==> src/rtl/gcm_pkg.sv <==
// Shared types and GF(2^128) helpers for the GCM GHASH/tag datapath.
// Bit 127 of a block is the leftmost (first) bit of the GCM bit string.
package gcm_pkg;

    typedef logic [127:0] blk_t;

    localparam blk_t GCM_R = {8'he1, 120'h0};

    typedef enum logic [2:0] {
        IDLE,
        ACCUM,
        MULT,
        LENMUL,
        FINAL
    } ghash_state_e;

    typedef struct packed {
        blk_t z;
        blk_t v;
    } gf_zv_t;

    // One iteration of the right-shift multiply: accumulate V when the X bit is set, then V = V*x.
    function automatic gf_zv_t gf128_step(input gf_zv_t zv, input logic xbit);
        gf_zv_t r;
        r.z = xbit ? (zv.z ^ zv.v) : zv.z;
        r.v = (zv.v >> 1) ^ (zv.v[0] ? GCM_R : '0);
        return r;
    endfunction

    function automatic blk_t len_blk(input logic [63:0] aad_bits, input logic [63:0] data_bits);
        return {aad_bits, data_bits};
    endfunction

endpackage

==> src/rtl/gcm_gf128_mul_ds.sv <==
// Digit-serial GF(2^128) multiplier: Z = X*H in 128/DIGIT_W cycles after start_i.
// done_o and z_o are the combinational result of the final digit, valid in the done cycle.
module gcm_gf128_mul_ds
    import gcm_pkg::*;
#(
    parameter int DIGIT_W = 8
) (
    input  logic         clk,
    input  logic         rst_n,
    input  logic         start_i,
    input  logic [127:0] x_i,
    input  logic [127:0] h_i,
    output logic         done_o,
    output logic [127:0] z_o
);
    localparam int N  = 128 / DIGIT_W;
    localparam int CW = (N > 1) ? $clog2(N) : 1;

    blk_t          x_q, z_q, v_q;
    logic          busy_q;
    logic [CW-1:0] cnt_q;
    gf_zv_t        zv [DIGIT_W+1];

    assign zv[0] = '{z: z_q, v: v_q};

    // DIGIT_W unrolled bit iterations per cycle, X consumed MSB first.
    for (genvar gi = 0; gi < DIGIT_W; gi++) begin : g_step
        assign zv[gi+1] = gf128_step(zv[gi], x_q[127-gi]);
    end

    assign z_o    = zv[DIGIT_W].z;
    assign done_o = busy_q && (cnt_q == CW'(N - 1));

    always_ff @(posedge clk) begin
        if (!rst_n) begin
            x_q    <= '0;
            z_q    <= '0;
            v_q    <= '0;
            busy_q <= 1'b0;
            cnt_q  <= '0;
        end else if (start_i) begin
            x_q    <= x_i;
            z_q    <= '0;
            v_q    <= h_i;
            busy_q <= 1'b1;
            cnt_q  <= '0;
        end else if (busy_q) begin
            x_q   <= x_q << DIGIT_W;
            z_q   <= zv[DIGIT_W].z;
            v_q   <= zv[DIGIT_W].v;
            cnt_q <= cnt_q + CW'(1);
            if (done_o) begin
                busy_q <= 1'b0;
            end
        end
    end

endmodule

==> src/rtl/gcm_ghash_ds.sv <==
// GHASH/tag engine: accumulates masked AAD/ciphertext blocks, multiplies in the length block,
// XORs with E(K,J0) and optionally compares against a supplied tag.
module gcm_ghash_ds
    import gcm_pkg::*;
#(
    parameter int DIGIT_W = 8,
    parameter int LEN_W   = 64
) (
    input  logic         clk,
    input  logic         rst_n,
    input  logic         ghash_h_vld_i,
    input  logic [127:0] ghash_h_i,
    input  logic         ghash_decrypt_i,
    input  logic         ghash_ek0_vld_i,
    input  logic [127:0] ghash_ek0_i,
    input  logic         ghash_tag_vld_i,
    input  logic [127:0] ghash_tag_i,
    input  logic         ghash_blk_vld_i,
    input  logic [127:0] ghash_blk_i,
    input  logic         ghash_blk_aad_i,
    input  logic [3:0]   ghash_blk_bytes_i,
    input  logic         ghash_end_i,
    output logic         ghash_ready_o,
    output logic         ghash_tag_vld_o,
    output logic [127:0] ghash_tag_o,
    output logic         ghash_ok_vld_o,
    output logic         ghash_ok_o,
    output logic         ghash_err_o
);
    ghash_state_e     state_q;
    blk_t             y_q, h_q, ek0_q, exp_tag_q, tag_q;
    logic             dec_q, ek0_have_q, tag_have_q, pend_end_q, seen_data_q, err_q, ok_q;
    logic [LEN_W-1:0] aad_bits_q, data_bits_q;

    logic [4:0]       nbytes;
    logic [LEN_W-1:0] add_bits;
    blk_t             blk_masked, len_now, tag_calc, mul_x, mul_z;
    logic             aad_bad, blk_ok, fire, tag_match, mul_start, mul_done;

    assign nbytes   = (ghash_blk_bytes_i == 4'd0) ? 5'd16 : {1'b0, ghash_blk_bytes_i};
    assign add_bits = LEN_W'({nbytes, 3'b000});

    for (genvar gi = 0; gi < 16; gi++) begin : g_mask
        assign blk_masked[127-8*gi -: 8] = (5'(gi) < nbytes) ? ghash_blk_i[127-8*gi -: 8] : 8'h00;
    end

    assign len_now   = len_blk(64'(aad_bits_q), 64'(data_bits_q));
    assign aad_bad   = ghash_blk_aad_i & seen_data_q;
    assign blk_ok    = ghash_blk_vld_i & ~aad_bad;
    assign tag_calc  = y_q ^ ek0_q;
    assign tag_match = (tag_calc == exp_tag_q);
    // A concurrent h_vld aborts the message, so it also suppresses the final strobe.
    assign fire = (state_q == FINAL) && ek0_have_q && (tag_have_q || !dec_q) && !ghash_h_vld_i;

    always_comb begin
        mul_start = 1'b0;
        mul_x     = y_q ^ len_now;
        if (!ghash_h_vld_i) begin
            if (state_q == ACCUM) begin
                mul_start = blk_ok | ghash_end_i;
                if (blk_ok) begin
                    mul_x = y_q ^ blk_masked;
                end
            end else if (state_q == MULT && mul_done && pend_end_q) begin
                mul_start = 1'b1;
                mul_x     = mul_z ^ len_now;
            end
        end
    end

    gcm_gf128_mul_ds #(.DIGIT_W(DIGIT_W)) u_mul (
        .clk     (clk),
        .rst_n   (rst_n),
        .start_i (mul_start),
        .x_i     (mul_x),
        .h_i     (h_q),
        .done_o  (mul_done),
        .z_o     (mul_z)
    );

    always_ff @(posedge clk) begin
        if (!rst_n) begin
            state_q     <= IDLE;
            y_q         <= '0;
            h_q         <= '0;
            ek0_q       <= '0;
            exp_tag_q   <= '0;
            tag_q       <= '0;
            dec_q       <= 1'b0;
            ek0_have_q  <= 1'b0;
            tag_have_q  <= 1'b0;
            pend_end_q  <= 1'b0;
            seen_data_q <= 1'b0;
            err_q       <= 1'b0;
            ok_q        <= 1'b0;
            aad_bits_q  <= '0;
            data_bits_q <= '0;
        end else if (ghash_h_vld_i) begin
            h_q         <= ghash_h_i;
            dec_q       <= ghash_decrypt_i;
            y_q         <= '0;
            aad_bits_q  <= '0;
            data_bits_q <= '0;
            err_q       <= 1'b0;
            ek0_have_q  <= 1'b0;
            tag_have_q  <= 1'b0;
            pend_end_q  <= 1'b0;
            seen_data_q <= 1'b0;
            state_q     <= ACCUM;
        end else begin
            if (state_q != IDLE) begin
                if (ghash_ek0_vld_i) begin
                    ek0_q      <= ghash_ek0_i;
                    ek0_have_q <= 1'b1;
                end
                if (ghash_tag_vld_i) begin
                    exp_tag_q  <= ghash_tag_i;
                    tag_have_q <= 1'b1;
                end
            end
            case (state_q)
                ACCUM: begin
                    if (ghash_blk_vld_i && aad_bad) begin
                        err_q <= 1'b1;
                        if (ghash_end_i) begin
                            state_q <= LENMUL;
                        end
                    end else if (ghash_blk_vld_i) begin
                        if (ghash_blk_aad_i) begin
                            aad_bits_q <= aad_bits_q + add_bits;
                        end else begin
                            data_bits_q <= data_bits_q + add_bits;
                            seen_data_q <= 1'b1;
                        end
                        pend_end_q <= ghash_end_i;
                        state_q    <= MULT;
                    end else if (ghash_end_i) begin
                        state_q <= LENMUL;
                    end
                end
                MULT: begin
                    if (mul_done) begin
                        y_q        <= mul_z;
                        pend_end_q <= 1'b0;
                        state_q    <= pend_end_q ? LENMUL : ACCUM;
                    end
                end
                LENMUL: begin
                    if (mul_done) begin
                        y_q     <= mul_z;
                        state_q <= FINAL;
                    end
                end
                FINAL: begin
                    if (fire) begin
                        tag_q <= tag_calc;
                        if (dec_q) begin
                            ok_q <= tag_match;
                        end
                        state_q <= IDLE;
                    end
                end
                default: state_q <= IDLE;
            endcase
        end
    end

    assign ghash_ready_o   = (state_q == ACCUM);
    assign ghash_tag_vld_o = fire;
    assign ghash_tag_o     = fire ? tag_calc : tag_q;
    assign ghash_ok_vld_o  = fire & dec_q;
    assign ghash_ok_o      = (fire & dec_q) ? tag_match : ok_q;
    assign ghash_err_o     = err_q;

endmodule

==> config.mk <==
export PLATFORM = sky130hd
export DESIGN_NAME = gcm_ghash_ds
export DESIGN_NICKNAME = d
export VERILOG_FILES = /design/src/rtl/gcm_pkg.sv /design/src/rtl/gcm_gf128_mul_ds.sv /design/src/rtl/gcm_ghash_ds.sv
export SDC_FILE = /design/constraint.sdc
export NUM_CORES = 2
export LEC_CHECK = 0
export CORE_MARGIN = 2
export CORE_UTILIZATION = 63
export DETAILED_ROUTE_END_ITERATION = 12
export PLACE_DENSITY = 0.94
export SETUP_SLACK_MARGIN = 0.1
export SLEW_MARGIN = 20
export SYNTH_ARGS = -nofsm -noshare
export SYNTH_HDL_FRONTEND = slang
export SYNTH_HIERARCHICAL = 1
export SYNTH_SLANG_ARGS = --single-unit
==> constraint.sdc <==
create_clock -name clk -period 7.5 [get_ports clk]
set_input_delay 0.75 -clock clk [delete_from_list [all_inputs] [get_ports clk]]
set_output_delay 0.75 -clock clk [all_outputs]
set_load 0.05 [all_outputs]
# Word level (Yosys, flattened, before mapping)
# Cells that the tools add are included.
[classes] n_addsub=3 magnitude_cmp=16 bitwise_logic=29 reduce_logical=30 n_eq_ne=14 muxes=62 n_mul=0 shifts=0 n_div=0
[op_table] op="128-bit 2-to-1 mux" count=25
[op_table] op="128-bit XOR" count=12
[op_table] op="127-bit by 128-bit XOR with 128-bit output" count=8
[op_table] op="64-bit by 8-bit adder with 64-bit output" count=2
[op_table] op="128-bit equality test" count=1
[op_table] op="8-bit 2-to-1 mux" count=16
[op_table] op="4-bit by 5-bit < comparator with 1-bit output, first input constant" count=8
[op_table] op="3-bit by 5-bit < comparator with 1-bit output, first input constant" count=4
[op_table] op="3-bit 2-to-1 mux" count=6
[op_table] op="4-bit AND reduction" count=4
[op_table] op="3-bit case mux with 4 select lines" count=1
[op_table] op="3-bit AND reduction" count=4
[op_table] op="1-bit 2-to-1 mux" count=11
[op_table] op="1-bit by 5-bit < comparator with 1-bit output, first input constant" count=2
[op_table] op="2-bit by 5-bit < comparator with 1-bit output, first input constant" count=2
[op_table] op="2-bit != test, second input constant" count=5
[op_table] op="2-bit AND reduction" count=5
[op_table] op="3-bit != test, second input constant" count=3
[op_table] op="1-bit logical AND" count=7
[op_table] op="3-bit by 2-bit equality test with 1-bit output, second input constant" count=2
[op_table] op="2-bit OR reduction" count=3
[op_table] op="5-bit 2-to-1 mux" count=1
[op_table] op="1-bit NOT" count=5
[op_table] op="4-bit by 1-bit adder with 4-bit output, second input constant" count=1
[op_table] op="12 further kinds" count=16
[word_totals] in_bits=525 out_inout_bits=133 rom_bits=0 mem_count=0 word_cells=175 regBits=1167 latch_bits=0 mem_bits_rw=0

# Logic depth before layout (Yosys ltp)
[depth] depth_word=21 ltp_mapped=19 mapped_depth_nobuf=12

# Modules after synthesis
# The synthesis kept the hierarchy.
[by_module_without_submodules] module="gcm_ghash_ds" seq_area_each_um2=15454.8 n_inst=1 area_each_um2=40682.8 cells_each=4759
[by_module_without_submodules] module="gcm_gf128_mul_ds" seq_area_each_um2=7787.5 n_inst=1 area_each_um2=30800.8 cells_each=4146

# Least setup slack after synthesis
# OpenSTA, ideal clock, no wires.
[synth_path] kind="flip-flop to flip-flop" start="register u_mul.busy_q" end="register u_mul.x_q[70]" setup_ps=115 setup_slack_ps=3607 period_less_slack_ps=3893 path_buffers=9 t_arrival_ps=3778 required_ps=7385 path_stages_with_launch=19 path_cell_list="dfxtp_1 > clkbuf_1 > inv_1 > clkbuf_1 > nor2_1 > nand2_1 > or2_2 > clkbuf_1 > nor2_1 > clkbuf_1 > buf_1 > a21oi_1 > nor2_1 > clkbuf_1 > clkbuf_1 > clkbuf_1 > clkbuf_1 > o21ai_0 > and2_1"
[synth_via] elab_chain_len=7 word_cells_on_any_way=11 cone_classes="mux: 7; reduce/logical: 4"
[synth_rtl] element="start: declaration" line_no="gcm_gf128_mul_ds.sv:20" source="logic busy_q;"
[synth_rtl] element="start signal: assignment" line_no="gcm_gf128_mul_ds.sv:39" source="busy_q <= 1'b0;"
[synth_rtl] element="start signal: assignment" line_no="gcm_gf128_mul_ds.sv:45" source="busy_q <= 1'b1;"
[synth_rtl] element="start signal: assignment" line_no="gcm_gf128_mul_ds.sv:53" source="busy_q <= 1'b0;"
[synth_rtl] element="1-bit logical AND *" line_no="gcm_gf128_mul_ds.sv:32" source="assign done_o = busy_q && (cnt_q == CW'(N - 1));"
[synth_rtl] element="net mul_done" line_no="gcm_ghash_ds.sv:38" source="logic aad_bad, blk_ok, fire, tag_match, mul_start, mul_done;"
[synth_rtl] element="1-bit logical AND * (2 in a row)" line_no="gcm_ghash_ds.sv:64" source="end else if (state_q == MULT && mul_done && pend_end_q) begin"
[synth_rtl] element="1-bit 2-to-1 mux *" line_no="gcm_ghash_ds.sv:64"
[synth_rtl] element="1-bit 2-to-1 mux *" line_no="gcm_ghash_ds.sv:59" source="if (state_q == ACCUM) begin"
[synth_rtl] element="1-bit 2-to-1 mux *" line_no="gcm_ghash_ds.sv:58" source="if (!ghash_h_vld_i) begin"
[synth_rtl] element="net mul_start" line_no="gcm_ghash_ds.sv:38"
[synth_rtl] element="128-bit 2-to-1 mux / 2-bit nonzero test (equally long branches)"
[synth_rtl] element="end signal: assignment" line_no="gcm_gf128_mul_ds.sv:42" source="x_q <= x_i;"
[synth_rtl] element="end signal: assignment" line_no="gcm_gf128_mul_ds.sv:48" source="x_q <= x_q << DIGIT_W;"
[synth_rtl] element="end: declaration" line_no="gcm_gf128_mul_ds.sv:19" source="blk_t x_q, z_q, v_q;"
# The timed path passes the listed nets; every way through them passes the cells marked *.
# A chain may end at the register's enable or synchronous reset.

# Final worst setup path
[layout_path] start="register state_q[2]" end="output ghash_tag_o[77]"
[layout_via] elab_chain_len=5
[layout_rtl] element="start: declaration" line_no="gcm_ghash_ds.sv:30" source="ghash_state_e state_q;"
[layout_rtl] element="start signal: assignment" line_no="gcm_ghash_ds.sv:145" source="state_q <= pend_end_q ? LENMUL : ACCUM;"
[layout_rtl] element="3-bit equality test" line_no="gcm_ghash_ds.sv:53" source="assign fire = (state_q == FINAL) && ek0_have_q && (tag_have_q || !dec_q) && !ghash_h_vld_i;"
[layout_rtl] element="1-bit logical AND (3 in a row)" line_no="gcm_ghash_ds.sv:53"
[layout_rtl] element="128-bit 2-to-1 mux"
[layout_rtl] element="end: declaration" line_no="gcm_ghash_ds.sv:25" source="output logic [127:0] ghash_tag_o,"
# No other way between the ends.

==> impl_summary.md <==
Final layout
The net count of the finished layout is 9460. The most common cell after layout, fill and taps aside is sky130_fd_sc_hd__nand2_1. The library cells used most frequently in the layout, excluding fill and tap cells, are 2329 x sky130_fd_sc_hd__nand2_1, 1152 x sky130_fd_sc_hd__dfxtp_1, 1138 x sky130_fd_sc_hd__xnor2_1, 655 x sky130_fd_sc_hd__clkdlybuf4s50_1, 504 x sky130_fd_sc_hd__mux2i_1. The layout cell share with drive strength beyond 1 is 0.0377. The fill cell instance count of the final layout is 7777. The area growth from synthesis to layout is 13.9%.

In the final layout, flip-flops and latches occupy 23300 sq um. The multi-input combinational cells in the finished layout cover a total of 44700 sq um.

Floorplanning
The die covers 116000 sq um. The die is 341 microns wide. The core box area is 112000 sq um. The die outline height is 341 microns. The floorplan has 123 rows. The initial utilization of the core area, before any placement, comes to 0.635. During I/O placement, the number of pins put on the boundary was 658.

Clocking
The clock latency on the worst-skew pair is 0.76 ns. The clock-pin slew reported for the worst setup and hold paths after clock tree synthesis is 0.06 ns. The cell chosen for the clock root is sky130_fd_sc_hd__clkbuf_16.

Buffers inserted to repair hold after CTS numbered 0. The maximum level of the CTS H-tree is 3. The number of clock sinks is 1161. The clock passes through at most 3 buffers.

In this run, CTS created clock tree buffers numbering 121. The number of buffers inserted to repair setup after CTS is 0. The number of cells upsized or downsized after cts is 0. The CTS tree is yes.

Place
In this run the tool buffered the top-level ports with 657 buffer cells. Once detailed placement completed, the half-perimeter wirelength came to 175000 microns. The weighted congestion reported at the end of routability-driven placement is 1.00.

The worst-case setup slack after placement is 2.54 ns.

Logic synthesis
The post-synthesis net count is 9439. The fraction of the yosys area taken by sequential cells is 0.325. The share of async-settable or async-resettable flops after synthesis is 0. Of the post-synthesis cell area, the dominant cell type holds 0.325. The library cell with the largest summed area after synthesis is sky130_fd_sc_hd__dfxtp_1. Yosys printed 6 warnings. The most used flip-flop cell after synthesis is sky130_fd_sc_hd__dfxtp_1. Yosys attributes the largest share of cell area to sky130_fd_sc_hd__dfxtp_1 33%, sky130_fd_sc_hd__xnor2_1 14%, sky130_fd_sc_hd__nand2_1 12%. In this run the mean area of a mapped cell was 8.03 sq um.

The number of enable flip-flop cells after synthesis is 0. After synthesis, the netlist uses 66 different library cells. The number of standard cells after synthesis is 8905.

Summing every instance area after synthesis gives 71500 sq um. The number of storage elements in the synthesis netlist is 1161.

Power and ir drop
The leakage power summed over all cells is 26.9 nW. Summed over all nets, the switching power comes to 3.49 mW. The relative contribution of sequential cells to total power is 0.460. The switching share of total power is 0.251.

Dividing total power by cell area gives a power density of 171 nW/um^2. Of the total power, the clock network draws 0.454. The total design power is 13.9 mW. The share of power burned in combinational logic is 0.086.

The worst vdd rail ir drop is 0.227 mV. The cell internal power dissipation is 10.4 mW.

Global route
For this run, global-route usage on met1 was measured as 0.519. The via count of the first global-routing pass is 61604. The total track usage is 0.413. The peak-usage layer in the global routing report is met2. Entering global routing, the biggest net connects 207 pins.

The met3 layer usage reported by global route is 0.113. The number of antenna violations at the first check in global routing is 48. The remaining global-route overflow is 0. The global routing met2 resource utilization is 0.622. The first global-routing pass estimated 373000 microns of wire.

Worst setup path
The data required time of the critical path is 6.75 ns. The worst setup path is launched from a flop. The data arrival time at the worst-slack endpoint is 4.61 ns.

In this run the worst setup path begins at state_q[2]$_SDFFE_PP0P_. In this run the critical register-to-register path is launched from u_mul/busy_q$_SDFF_PN0_. The highest cell delay on the worst timing path is 0.91 ns. The critical-path cell with the highest stage delay is sky130_fd_sc_hd__clkdlybuf4s50_1.

Counting both buffers and inverters, the worst setup path holds a total of 2. Along the worst path, the maximum fanout reaches 73. By startpoint and endpoint, the worst setup path is classified as reg2out.

The worst setup path is captured at an output pin. The signal on the critical path passes through nor3b_1, nand3_4, buf_4, o21ai_0, clkdlybuf4s50_1. The cell family contributing the most delay on the critical path is buffers and inverters.

Worst hold path
The path class of the lowest-slack min-delay path is reg2reg. The startpoint identified for the worst hold timing path is y_q[8]$_SDFFE_PP0P_.

STA
The count of final max-slew check failures was 0. The number of endpoints with negative hold slack in the final report was 0. The summed negative setup slack over all endpoints is 0 ns.

Measured against its own limit, the worst slew margin works out to 0.223. The worst setup slack after layout is 2.14 ns. The worst hold margin is 0.465 ns.

The setup clock skew after layout is 0.0410 ns. Setup repair after global routing left no endpoint under its margin. The transition time at the pin with the least slew margin is 1.16 ns.

Derived from the worst setup path, the maximum achievable clock frequency is 187 MHz. The portion of the clock cycle consumed by the worst path in the final layout is 0.715. Setup violations remaining at the end of the flow were counted as 0. The clock period minus final worst setup slack is 5.36 ns.

Routing
In this run, the number of DRC markers left after iteration 0 of detailed routing was 9341. The number of nets still failing antenna checks after routing is 0. After detailed routing, the number of vias per cell comes to 6.14. After detailed routing, the number of remaining DRC violations is 0. Wires add up to 251000 microns.

Across all layers, the routed design uses 64760 vias. The first-pass detailed-route iteration total is 10. The detail-routed net length per standard cell is 23.8 microns.

Job
Max-cap violations in this run came to 0.

Outcome
The flow ran to the end, and the final reports show no timing, DRC or antenna violations.
## tightest hold or removal path, stage by stage, from the launching register on
cell and delay, ns:
sky130_fd_sc_hd__dfxtp_1 0.31, sky130_fd_sc_hd__nand2_1 0.06, sky130_fd_sc_hd__a21oi_1 0.05
## kinds of logic after synthesis
logic type	count (synthesis)	synth area share
xor+xnor	1709	0.233
buf+inv	863	0.0513
simple gates	3398	0.210
compound gates	1251	0.106
mux	504	0.0706
flops	1161	0.325
fa+ha+maj	19	0.00320
## final cells by class
type / count / share of cell area
multi-input combinational: 6881 / 0.549
tap: 1500 / 0.0231
inverter: 15 / 0.000692
sequential: 1161 / 0.286
timing repair buffer: 746 / 0.0901
clock buffer: 173 / 0.0431
clock inverter: 49 / 0.00745
antenna: 29 / 0.000891
## state kept, by name, summed over array words and instances, names as in the netlist, 3 cells and up
| register | flops |
|---|---|
| aad_bits_q | 61 |
| data_bits_q | 61 |
| ek0_q | 128 |
| exp_tag_q | 128 |
| h_q | 128 |
| state_q | 3 |
| tag_q | 128 |
| u_mul/cnt_q | 4 |
| u_mul/v_q | 128 |
| u_mul/x_q | 128 |
| u_mul/z_q | 128 |
| y_q | 128 |
## routing by layer
metal / routed length [microns] / vias up / part of all wire
met2: 107000 / 4355 / 0.43
met5: 287 / - / 0.0011
li1: - / 28857 / -
met3: 34300 / 1039 / 0.14
met1: 90200 / 30467 / 0.36
met4: 19100 / 42 / 0.076
## cell usage after synthesis (all sizes together) (154+ instances only)
library cell,n
a21boi,256
a21oi,245
and2,379
buf,356
clkbuf,492
dfxtp,1161
mux2i,504
nand2,2332
nor2,215
nor2b,154
o21ai,452
xnor2,1140
xor2,452
## through the flow
step	std cells	area, sq um	utilization
finish	10554	81400	0.724
global route	10548	81400	0.723
floorplan	8905	71500	-
detailed placement	10303	77200	0.686
global placement	10302	77200	0.686
CTS	10525	81300	0.723
## power by group through the flow
stage,sequential [mW],clock [mW],combinational [mW]
global route,6.41,6.55,1.26
CTS,6.39,6.30,1.18
finish,6.40,6.31,1.20
global placement,6.53,0,1.15
floorplan,6.45,0,0.677
detailed placement,6.53,0,1.17
## path summary, 6_finish.rpt
kind | to | cells past startpoint | slack [ns]
max reg2reg | u_mul/x_q[86]$_SDFFE_PN0P_ | 13 | 2.27
min | y_q[8]$_SDFFE_PP0P_ | 2 | 0.46
min reg2reg | y_q[8]$_SDFFE_PP0P_ | 2 | 0.46
max | ghash_tag_o[77] | 5 | 2.14
(Power assumes the default switching activity.)
